### config.mk
export PLATFORM = sky130hd
export DESIGN_NAME = booth_mul_block
export DESIGN_NICKNAME = d
export VERILOG_FILES = /design/src/rtl/booth_mul_block_pkg.sv /design/src/rtl/booth_mul_block_sum_block.sv /design/src/rtl/booth_mul_block.sv
export SDC_FILE = /design/constraint.sdc
export NUM_CORES = 1
export LEC_CHECK = 0
export CORE_MARGIN = 3
export CORE_UTILIZATION = 58
export CTS_CLUSTER_SIZE = 25
export DETAILED_ROUTE_END_ITERATION = 16
export DONT_BUFFER_PORTS = 1
export MAX_ROUTING_LAYER = met4
export PLACE_DENSITY = 0.76
export SLEW_MARGIN = 20
export SYNTH_ARGS = -nofsm -noshare
export SYNTH_HDL_FRONTEND = slang
export SYNTH_SLANG_ARGS = --single-unit
### constraint.sdc
create_clock -name clk -period 29.2 [get_ports clk]
set_clock_uncertainty 0.15 [all_clocks]
set_input_delay 4.38 -clock clk [delete_from_list [all_inputs] [get_ports clk]]
set_output_delay 4.38 -clock clk [all_outputs]
set_load 0.01 [all_outputs]
### src/rtl/booth_mul_block_pkg.sv
// Shared types and helpers for the sequential radix-2 Booth multiplier.
package booth_mul_block_pkg;

  typedef enum logic [1:0] {
    ST_IDLE = 2'd0,
    ST_CALC = 2'd1,
    ST_DONE = 2'd2
  } state_e;

  // Booth pair is {Q[0], Q_1}; 2'b11 behaves like BOOTH_NOP
  localparam logic [1:0] BOOTH_NOP = 2'b00;
  localparam logic [1:0] BOOTH_ADD = 2'b01;
  localparam logic [1:0] BOOTH_SUB = 2'b10;

  function automatic int unsigned count_width(input int unsigned n);
    return $clog2(n + 1);
  endfunction

endpackage

### src/rtl/booth_mul_block_sum_block.sv
// Ripple-carry adder used for both A+M and A-M (inverted b, carry_in=1).
module sum_block #(
  parameter int unsigned W = 65
) (
  input  logic [W-1:0] a_i,
  input  logic [W-1:0] b_i,
  input  logic         carry_in_i,
  output logic [W-1:0] out_o
);

  logic carry;

  always_comb begin
    out_o = '0;
    carry = carry_in_i;
    for (int i = 0; i < int'(W); i++) begin
      out_o[i] = a_i[i] ^ b_i[i] ^ carry;
      carry    = (a_i[i] & b_i[i]) | (carry & (a_i[i] ^ b_i[i]));
    end
  end

endmodule

### src/rtl/booth_mul_block.sv
// Sequential signed radix-2 Booth multiplier, one add/sub/nop plus shift per clock.
// Define BOOTH_OPCOUNT_EN to add the op_count port (number of add/sub iterations).
module booth_mul_block
  import booth_mul_block_pkg::*;
#(
  parameter int unsigned w = 64
) (
  input  logic             clk,
  input  logic             rst,
  input  logic             in_valid,
  output logic             in_ready,
  input  logic [w-1:0]     in_a,
  input  logic [w-1:0]     in_b,
  output logic             out_valid,
  input  logic             out_ready,
  output logic [2*w-1:0]   out_p
`ifdef BOOTH_OPCOUNT_EN
  ,
  output logic [count_width(w)-1:0] op_count
`endif
);

  localparam int unsigned AW = w + 1;
  localparam int unsigned CW = count_width(w);
  localparam int unsigned PW = 2 * w;

  state_e         state_q;
  logic [AW-1:0]  m_q;
  logic [AW-1:0]  a_q;
  logic [w-1:0]   q_q;
  logic           q1_q;
  logic [CW-1:0]  cnt_q;
  logic [PW-1:0]  p_q;

  logic [1:0]     pair_c;
  logic           op_c;
  logic           sub_c;
  logic [AW-1:0]  add_b_c;
  logic [AW-1:0]  sum_c;
  logic [AW-1:0]  a_new_c;
  logic [AW-1:0]  a_d;
  logic [w-1:0]   q_d;
  logic           q1_d;

  // Adder is driven every cycle; its result is only used on add/sub pairs
  always_comb begin
    pair_c  = {q_q[0], q1_q};
    sub_c   = (pair_c == BOOTH_SUB);
    op_c    = (pair_c == BOOTH_ADD) || sub_c;
    add_b_c = sub_c ? ~m_q : m_q;
    a_new_c = op_c ? sum_c : a_q;
    a_d     = {a_new_c[AW-1], a_new_c[AW-1:1]};
    q_d     = {a_new_c[0], q_q[w-1:1]};
    q1_d    = q_q[0];
  end

  sum_block #(.W(AW)) u_sum (
    .a_i        (a_q),
    .b_i        (add_b_c),
    .carry_in_i (sub_c),
    .out_o      (sum_c)
  );

  always_ff @(posedge clk or negedge rst) begin
    if (!rst) begin
      state_q <= ST_IDLE;
      m_q     <= '0;
      a_q     <= '0;
      q_q     <= '0;
      q1_q    <= 1'b0;
      cnt_q   <= '0;
      p_q     <= '0;
    end else begin
      case (state_q)
        ST_IDLE: begin
          if (in_valid) begin
            m_q     <= {in_a[w-1], in_a};
            q_q     <= in_b;
            a_q     <= '0;
            q1_q    <= 1'b0;
            cnt_q   <= '0;
            state_q <= ST_CALC;
          end
        end
        ST_CALC: begin
          a_q   <= a_d;
          q_q   <= q_d;
          q1_q  <= q1_d;
          cnt_q <= cnt_q + CW'(1);
          if (cnt_q == CW'(w - 1)) begin
            p_q     <= {a_d[w-1:0], q_d};
            state_q <= ST_DONE;
          end
        end
        ST_DONE: begin
          if (out_ready) state_q <= ST_IDLE;
        end
        default: state_q <= ST_IDLE;
      endcase
    end
  end

  assign in_ready  = (state_q == ST_IDLE);
  assign out_valid = (state_q == ST_DONE);
  assign out_p     = p_q;

`ifdef BOOTH_OPCOUNT_EN
  logic [CW-1:0] opc_q;

  always_ff @(posedge clk or negedge rst) begin
    if (!rst) begin
      opc_q <= '0;
    end else if (state_q == ST_IDLE && in_valid) begin
      opc_q <= '0;
    end else if (state_q == ST_CALC && op_c) begin
      opc_q <= opc_q + CW'(1);
    end
  end

  assign op_count = opc_q;
`endif

endmodule

# Yosys cells after proc, flatten, opt, wreduce, memory -nomap -nowiden
# Index checks and enable logic that the tools add are counted.
# op_classes
add_sub_neg,1
n_mul,0
n_div,0
magnitude_cmp,0
n_eq_ne,8
n_shift,0
mux,14
n_bitwise,323
n_reduce_logical,7
# ops
operator,n
2-to-1 mux 65 bit,3
case mux 65 bit (2 select lines),1
bitwise XOR 1 bit,130
bitwise AND 1 bit,128
case mux 64 bit (2 select lines),1
NOT 65 bit,1
2-to-1 mux 64 bit,1
bitwise OR 1 bit,64
case mux 7 bit (2 select lines),1
adder 7 x 1 -> 7 bit (second input constant),1
== test 7 x 6 -> 1 bit (second input constant),1
2-to-1 mux 7 bit,1
2-to-1 mux 2 bit,3
case mux 2 bit (3 select lines),1
AND reduction 2 bit,3
== test 2 x 1 -> 1 bit (second input constant),2
== test 2 bit (second input constant),2
!= test 2 bit (second input constant),2
AND reduction 3 bit,1
logical NOT 2 bit,1
!= test 2 x 1 -> 1 bit (second input constant),1
case mux 1 bit (2 select lines),1
nonzero test 2 bit,1
logical OR 1 bit,1
2-to-1 mux 1 bit,1
# word_totals
reg_bits,331
latch_bits,0
ram_bits,0
mem_bits_ro,0
in_bits,132
output_inout_bits,130
word_cells,360
n_memories,0

# Longest topological paths before layout
# depth
word_depth,134
mapped_depth,74
ltp_nobuf,72

# Modules after synthesis
# A second synthesis with hierarchy kept.
# unflattened
hier_cells,1248
area_unflattened_um2,15791.4
# by_module_without_submodules
module,n_inst,cells_per_inst,area_each_um2,seq_area_each_um2
booth_mul_block,1,1178,14467.6,8257.9
sum_block,1,70,1323.8,0.0

# Worst setup path after synthesis
# No wires, ideal clock.
# synth_timing
kind,register to register
start,reg q1_q
end,reg p_q[126] (netlist: out_p[126])
setup_ns,0.064
t_arrival_ns,27.182
required_ns,28.986
path_slack_ns,1.804
path_stages_with_launch,74
n_path_buf,2
synth_period_minus_slack_ns,27.396
path_cell_list,dfrtp_1 > inv_1 > ha_1 > clkbuf_1 > clkbuf_1 > xor2_1 > fa_1 > fa_1 > fa_1 > fa_1 > fa_1 > fa_1 > fa_1 > fa_1 > fa_1 > fa_1 > fa_1 > fa_1 > (+38 left out) > fa_1 > fa_1 > fa_1 > fa_1 > fa_1 > inv_1 > fa_1 > inv_1 > fa_1 > fa_1 > fa_1 > inv_1 > fa_1 > fa_1 > fa_1 > fa_1 > mux2i_1 > mux2_4
# synth_via
elab_chain_len,131
elab_cells_between_ends,259
cone_classes,eq/ne: 2; mux: 2; bitwise: 254; reduce/logical: 1
# synth_lines
element,line,text
start: declaration,booth_mul_block.sv:31,logic q1_q;
start signal: assignment,booth_mul_block.sv:88,q1_q <= q1_d;
== test 2 bit,booth_mul_block.sv:48,sub_c = (pair_c == BOOTH_SUB);
2-to-1 mux 65 bit,booth_mul_block.sv:50,add_b_c = sub_c ? ~m_q : m_q;
bitwise XOR 1 bit,booth_mul_block_sum_block.sv:18,carry = (a_i[i] & b_i[i]) | (carry & (a_i[i] ^ b_i[i]));
bitwise AND 1 bit,booth_mul_block_sum_block.sv:18,
bitwise OR 1 bit,booth_mul_block_sum_block.sv:18,
bitwise AND 1 bit,booth_mul_block_sum_block.sv:18,
bitwise OR 1 bit,booth_mul_block_sum_block.sv:18,
bitwise AND 1 bit,booth_mul_block_sum_block.sv:18,
(+115 left out),--,
bitwise AND 1 bit,booth_mul_block_sum_block.sv:18,
bitwise OR 1 bit,booth_mul_block_sum_block.sv:18,
bitwise AND 1 bit,booth_mul_block_sum_block.sv:18,
bitwise OR 1 bit,booth_mul_block_sum_block.sv:18,
bitwise AND 1 bit,booth_mul_block_sum_block.sv:18,
bitwise OR 1 bit,booth_mul_block_sum_block.sv:18,
bitwise XOR 1 bit,booth_mul_block_sum_block.sv:17,out_o[i] = a_i[i] ^ b_i[i] ^ carry;
2-to-1 mux 65 bit *,booth_mul_block.sv:51,a_new_c = op_c ? sum_c : a_q;
end signal: assignment,booth_mul_block.sv:91,"p_q <= {a_d[w-1:0], q_d};"
end: declaration,booth_mul_block.sv:33,logic [PW-1:0] p_q;
# Every way passes the cells marked *; elsewhere a longest branch is shown, timed or not.
# A chain may end at the register's enable or synchronous reset.

# Worst setup path after layout
# layout_timing
start,reg q_q[0]
end,reg a_q[62]
# layout_via
elab_chain_len,132
elab_cells_between_ends,260
cone_classes,eq/ne: 2; mux: 3; bitwise: 254; reduce/logical: 1
# layout_lines
element,line,text
start: declaration,booth_mul_block.sv:30,logic [w-1:0] q_q;
start signal: assignment,booth_mul_block.sv:78,q_q <= in_b;
start signal: assignment,booth_mul_block.sv:87,q_q <= q_d;
== test 2 bit,booth_mul_block.sv:48,
2-to-1 mux 65 bit,booth_mul_block.sv:50,
bitwise XOR 1 bit,booth_mul_block_sum_block.sv:18,
bitwise AND 1 bit,booth_mul_block_sum_block.sv:18,
bitwise OR 1 bit,booth_mul_block_sum_block.sv:18,
bitwise AND 1 bit,booth_mul_block_sum_block.sv:18,
bitwise OR 1 bit,booth_mul_block_sum_block.sv:18,
bitwise AND 1 bit,booth_mul_block_sum_block.sv:18,
(+116 left out),--,
bitwise OR 1 bit,booth_mul_block_sum_block.sv:18,
bitwise AND 1 bit,booth_mul_block_sum_block.sv:18,
bitwise OR 1 bit,booth_mul_block_sum_block.sv:18,
bitwise AND 1 bit,booth_mul_block_sum_block.sv:18,
bitwise OR 1 bit,booth_mul_block_sum_block.sv:18,
bitwise XOR 1 bit,booth_mul_block_sum_block.sv:17,
2-to-1 mux 65 bit *,booth_mul_block.sv:51,
case mux 65 bit (2 select lines) *,booth_mul_block.sv:74,case (state_q)
end signal: assignment,booth_mul_block.sv:68,a_q <= '0;
end signal: assignment,booth_mul_block.sv:79,a_q <= '0;
end signal: assignment,booth_mul_block.sv:86,a_q <= a_d;
end: declaration,booth_mul_block.sv:29,logic [AW-1:0] a_q;
# Marked as above.

==> results.sh <==
export IMPL_status="complete, no violations"
export IMPL_place_area_mm2=0.0163
export IMPL_irDropWorstVdd_v=0.000100
export IMPL_max_stage_delay_ns=0.48
export IMPL_cp_buffers_inverters=3
export IMPL_period_needed_ns=28.02
export IMPL_numPlacedInstances=1590
export IMPL_required_ns=29.50
export IMPL_first_iter_violations=755
export IMPL_fmax_ghz=0.0357
export IMPL_cp_top_family="adder cells"
export IMPL_synth_edf_count=0
export IMPL_fill_cells=2090
export IMPL_critical_path_class="flip-flop to flip-flop"
export IMPL_cts_hold_buf=0
export IMPL_cts_made_buffers=37
export IMPL_die_w_um=173
export IMPL_hold_path_class="flip-flop to flip-flop"
export IMPL_top_usage_layer="met2"
export IMPL_grt_max_degree=331
export IMPL_met2_usage=0.365
export IMPL_async_flop_share=1.00
export IMPL_clkLatencyLatePin_ns=0.52
export IMPL_vias=9759
export IMPL_syn_nets=1503
export IMPL_remaining_drc_errors=0
export IMPL_track_usage=0.236
export IMPL_met1_usage=0.305
export IMPL_final_util=0.647
export IMPL_cp_max_fo=14
export IMPL_start_util=0.596
export IMPL_die_area_mm2=0.0300
export IMPL_htreeDepth=2
export IMPL_viasPerCell=5.87
export IMPL_hold_ws_ns=0.352
export IMPL_ioPinCount=262
export IMPL_crit_top_cell="fa_1"
export IMPL_postCtsSetupRepairBufs=0
export IMPL_arrival_ns=28.33
export IMPL_ys_warnings_count=0
export IMPL_drt_first_pass_iters=5
export IMPL_place_hpwl_mm=21.7
export IMPL_area_delta_synth_final_pct=8.45
export IMPL_yosys_register_bits=330
export IMPL_finalHoldViolCount=0
export IMPL_grt_pass1_vias=10250
export IMPL_seq_area_frac_synth=0.510
export IMPL_rsz0062_at_grt="false"
export IMPL_slew_viol_final=0
export IMPL_clkTransAtPathRegs_ns=0.06
export IMPL_cp_end_kind="flip-flop"
export IMPL_avgRoutedWirePerCell_um=20.6
export IMPL_p_leak_nw=8.42
export IMPL_power_density_mw_per_mm2=127
export IMPL_fin_nets=1456
export IMPL_synthesis_area_mm2=0.0162
export IMPL_final_antenna_net_count=0
export IMPL_ys_types=36
export IMPL_grt_pass1_wl_mm=56.5
export IMPL_maxCapViolCount=0
export IMPL_cts_resized=0
export IMPL_tightest_slew_ns=1.07
export IMPL_synth_main_ff_cell="dfrtp_1"
export IMPL_cts_buffer_depth=3
export IMPL_period_share=0.960
export IMPL_globalplace_congestion=0.806
export IMPL_relSlewSlack=0.287
export IMPL_avgSynthCellArea_um2=12.4
export IMPL_cts_root_buf="clkbuf_16"
export IMPL_setup_viol=0
export IMPL_fin_area_mm2=0.0176
export IMPL_gr_total_overflow=0
export IMPL_cts_tree="done"
export IMPL_synth_cells=1305
export IMPL_crit_slowest_cell="fa_1"
export IMPL_portBuffers=0
export IMPL_drive_above_1_share=0.189
export IMPL_clkSinkCount=330
export IMPL_die_height_um=173
export IMPL_grt_antenna_before_repair=10
export IMPL_finalSetupTns_ns=0
export IMPL_num_rows=60
export IMPL_start_kind="flip-flop"
export IMPL_drt_total_wl_mm=34.3
export IMPL_final_cells=1663
export IMPL_met3_usage=0.0782
export IMPL_core_area_mm2=0.0272
[cell usage after synthesis (all sizes together), types with 2 or more instances]
cell type  instances  area share
o21ai            109       0.034
clkbuf            65       0.015
mux2i             86       0.053
o2bb2ai            2      0.0011
nor2b             65       0.025
nand2             48       0.011
nor2               5      0.0012
a21oi             63       0.019
a22oi             63       0.029
nand3             61       0.019
ha                 2      0.0015
buf               30       0.011
inv               53       0.012
nor3               2     0.00062
dfrtp            330        0.51
o31ai              3      0.0014
mux2             171        0.13
o311ai             2      0.0011
xnor2              5      0.0027
fa                64       0.079
nand2b             3      0.0012
xor2              59       0.032
a22o               4      0.0022
[report_power, final]
part           internal [mW]  switching (mW)  total (mW)
Combinational          0.476           0.517       0.994
Sequential             0.628           0.156       0.784
Clock                  0.271           0.182       0.453
[final timing paths]
kind                                       from                   end  slack (ns)  cells after the start
max                          q_q[0]$_DFFE_PN0P_   a_q[62]$_DFFE_PN0P_        1.18                     70
min                        cnt_q[5]$_DFFE_PN0P_  cnt_q[5]$_DFFE_PN0P_        0.35                      1
max reg2reg                  q_q[0]$_DFFE_PN0P_   a_q[62]$_DFFE_PN0P_        1.18                     70
min reg2reg                cnt_q[5]$_DFFE_PN0P_  cnt_q[5]$_DFFE_PN0P_        0.35                      1
max in group asynchronous                   rst   a_q[12]$_DFFE_PN0P_       24.69                      0
min in group asynchronous                   rst   q_q[33]$_DFFE_PN0P_        3.42                      0
[state kept, by name, indices dropped and copies added (netlist names)]
name and cells:
out_p 128, state_q 2, q_q 64, m_q 64
q1_q 1, cnt_q 7, a_q 64
[cells in the final DEF (no fill, tap or decap), types with 2 or more instances in the layout]
| master | netlist | final |
|---|---|---|
| mux2_2 | 113 | 113 |
| nor2b_4 | 0 | 2 |
| clkbuf_1 | 65 | 9 |
| nor3_1 | 2 | 2 |
| inv_1 | 53 | 53 |
| nand2_1 | 48 | 48 |
| dfrtp_2 | 0 | 2 |
| a22oi_1 | 63 | 63 |
| o21ai_0 | 109 | 109 |
| bufinv_16 | 0 | 2 |
| xnor2_1 | 5 | 5 |
| clkinv_2 | 0 | 4 |
| nand3_1 | 61 | 61 |
| o2bb2ai_1 | 2 | 2 |
| dfrtp_1 | 330 | 328 |
| o311ai_0 | 2 | 2 |
| mux2_4 | 58 | 58 |
| buf_4 | 0 | 8 |
| a21oi_1 | 63 | 63 |
| nor2b_1 | 65 | 63 |
| nor2_1 | 5 | 5 |
| a22o_1 | 4 | 4 |
| clkinvlp_4 | 0 | 3 |
| xor2_1 | 59 | 59 |
| nand2b_1 | 3 | 2 |
| mux2i_1 | 86 | 86 |
| clkbuf_8 | 0 | 4 |
| fa_1 | 64 | 64 |
| clkbuf_16 | 0 | 39 |
| o31ai_1 | 3 | 3 |
| diode_2 | 0 | 10 |
[worst register-to-register path: cells and delay by family, from the launching register on]
kind	cells	cell delay (ns)
compound gates	1	0.18
fa+ha+maj	64	26.47
buf+inv	3	0.23
flops	1	0.43
mux	2	0.49
[layout make-up]
class	instances	area [um2]	area share
clock inverters	10	111	0.00634
repair buffers	9	87.6	0.00498
multi-input cells	827	7360	0.419
clock buffers	52	1060	0.0606
inverters	53	199	0.0113
well taps	372	465	0.0265
flip-flops and latches	330	8260	0.470
diodes	10	25.0	0.00142
[per-stage QoR]
step	setup WS, ns	power [mW]
after detailed placement	1.07	1.79
after floorplan	1.80	1.55
after global routing	0.255	2.43
final	1.18	2.23
after global placement	1.48	1.73
after CTS	0.994	2.26
[metal layers]
| layer | wire length [um] | up-vias |
|---|---|---|
| li1 | - | 4429 |
| met2 | 16500 | 299 |
| met4 | 632 | 0 |
| met3 | 2790 | 45 |
| met5 | 0 | - |
| met1 | 14400 | 4986 |
[cells by family (layout without fill, tap and decap cells)]
logic type / after synthesis / count (layout) / synth area share
fa+ha+maj: 66 / 66 / 0.0806
xor+xnor: 64 / 64 / 0.0346
simple gates: 189 / 189 / 0.0602
mux: 257 / 257 / 0.185
buf+inv: 148 / 124 / 0.0388
flops: 330 / 330 / 0.510
compound gates: 251 / 251 / 0.0907
other cells: 0 / 10 / 0
No activity file was read; power rests on OpenSTA's default activity.
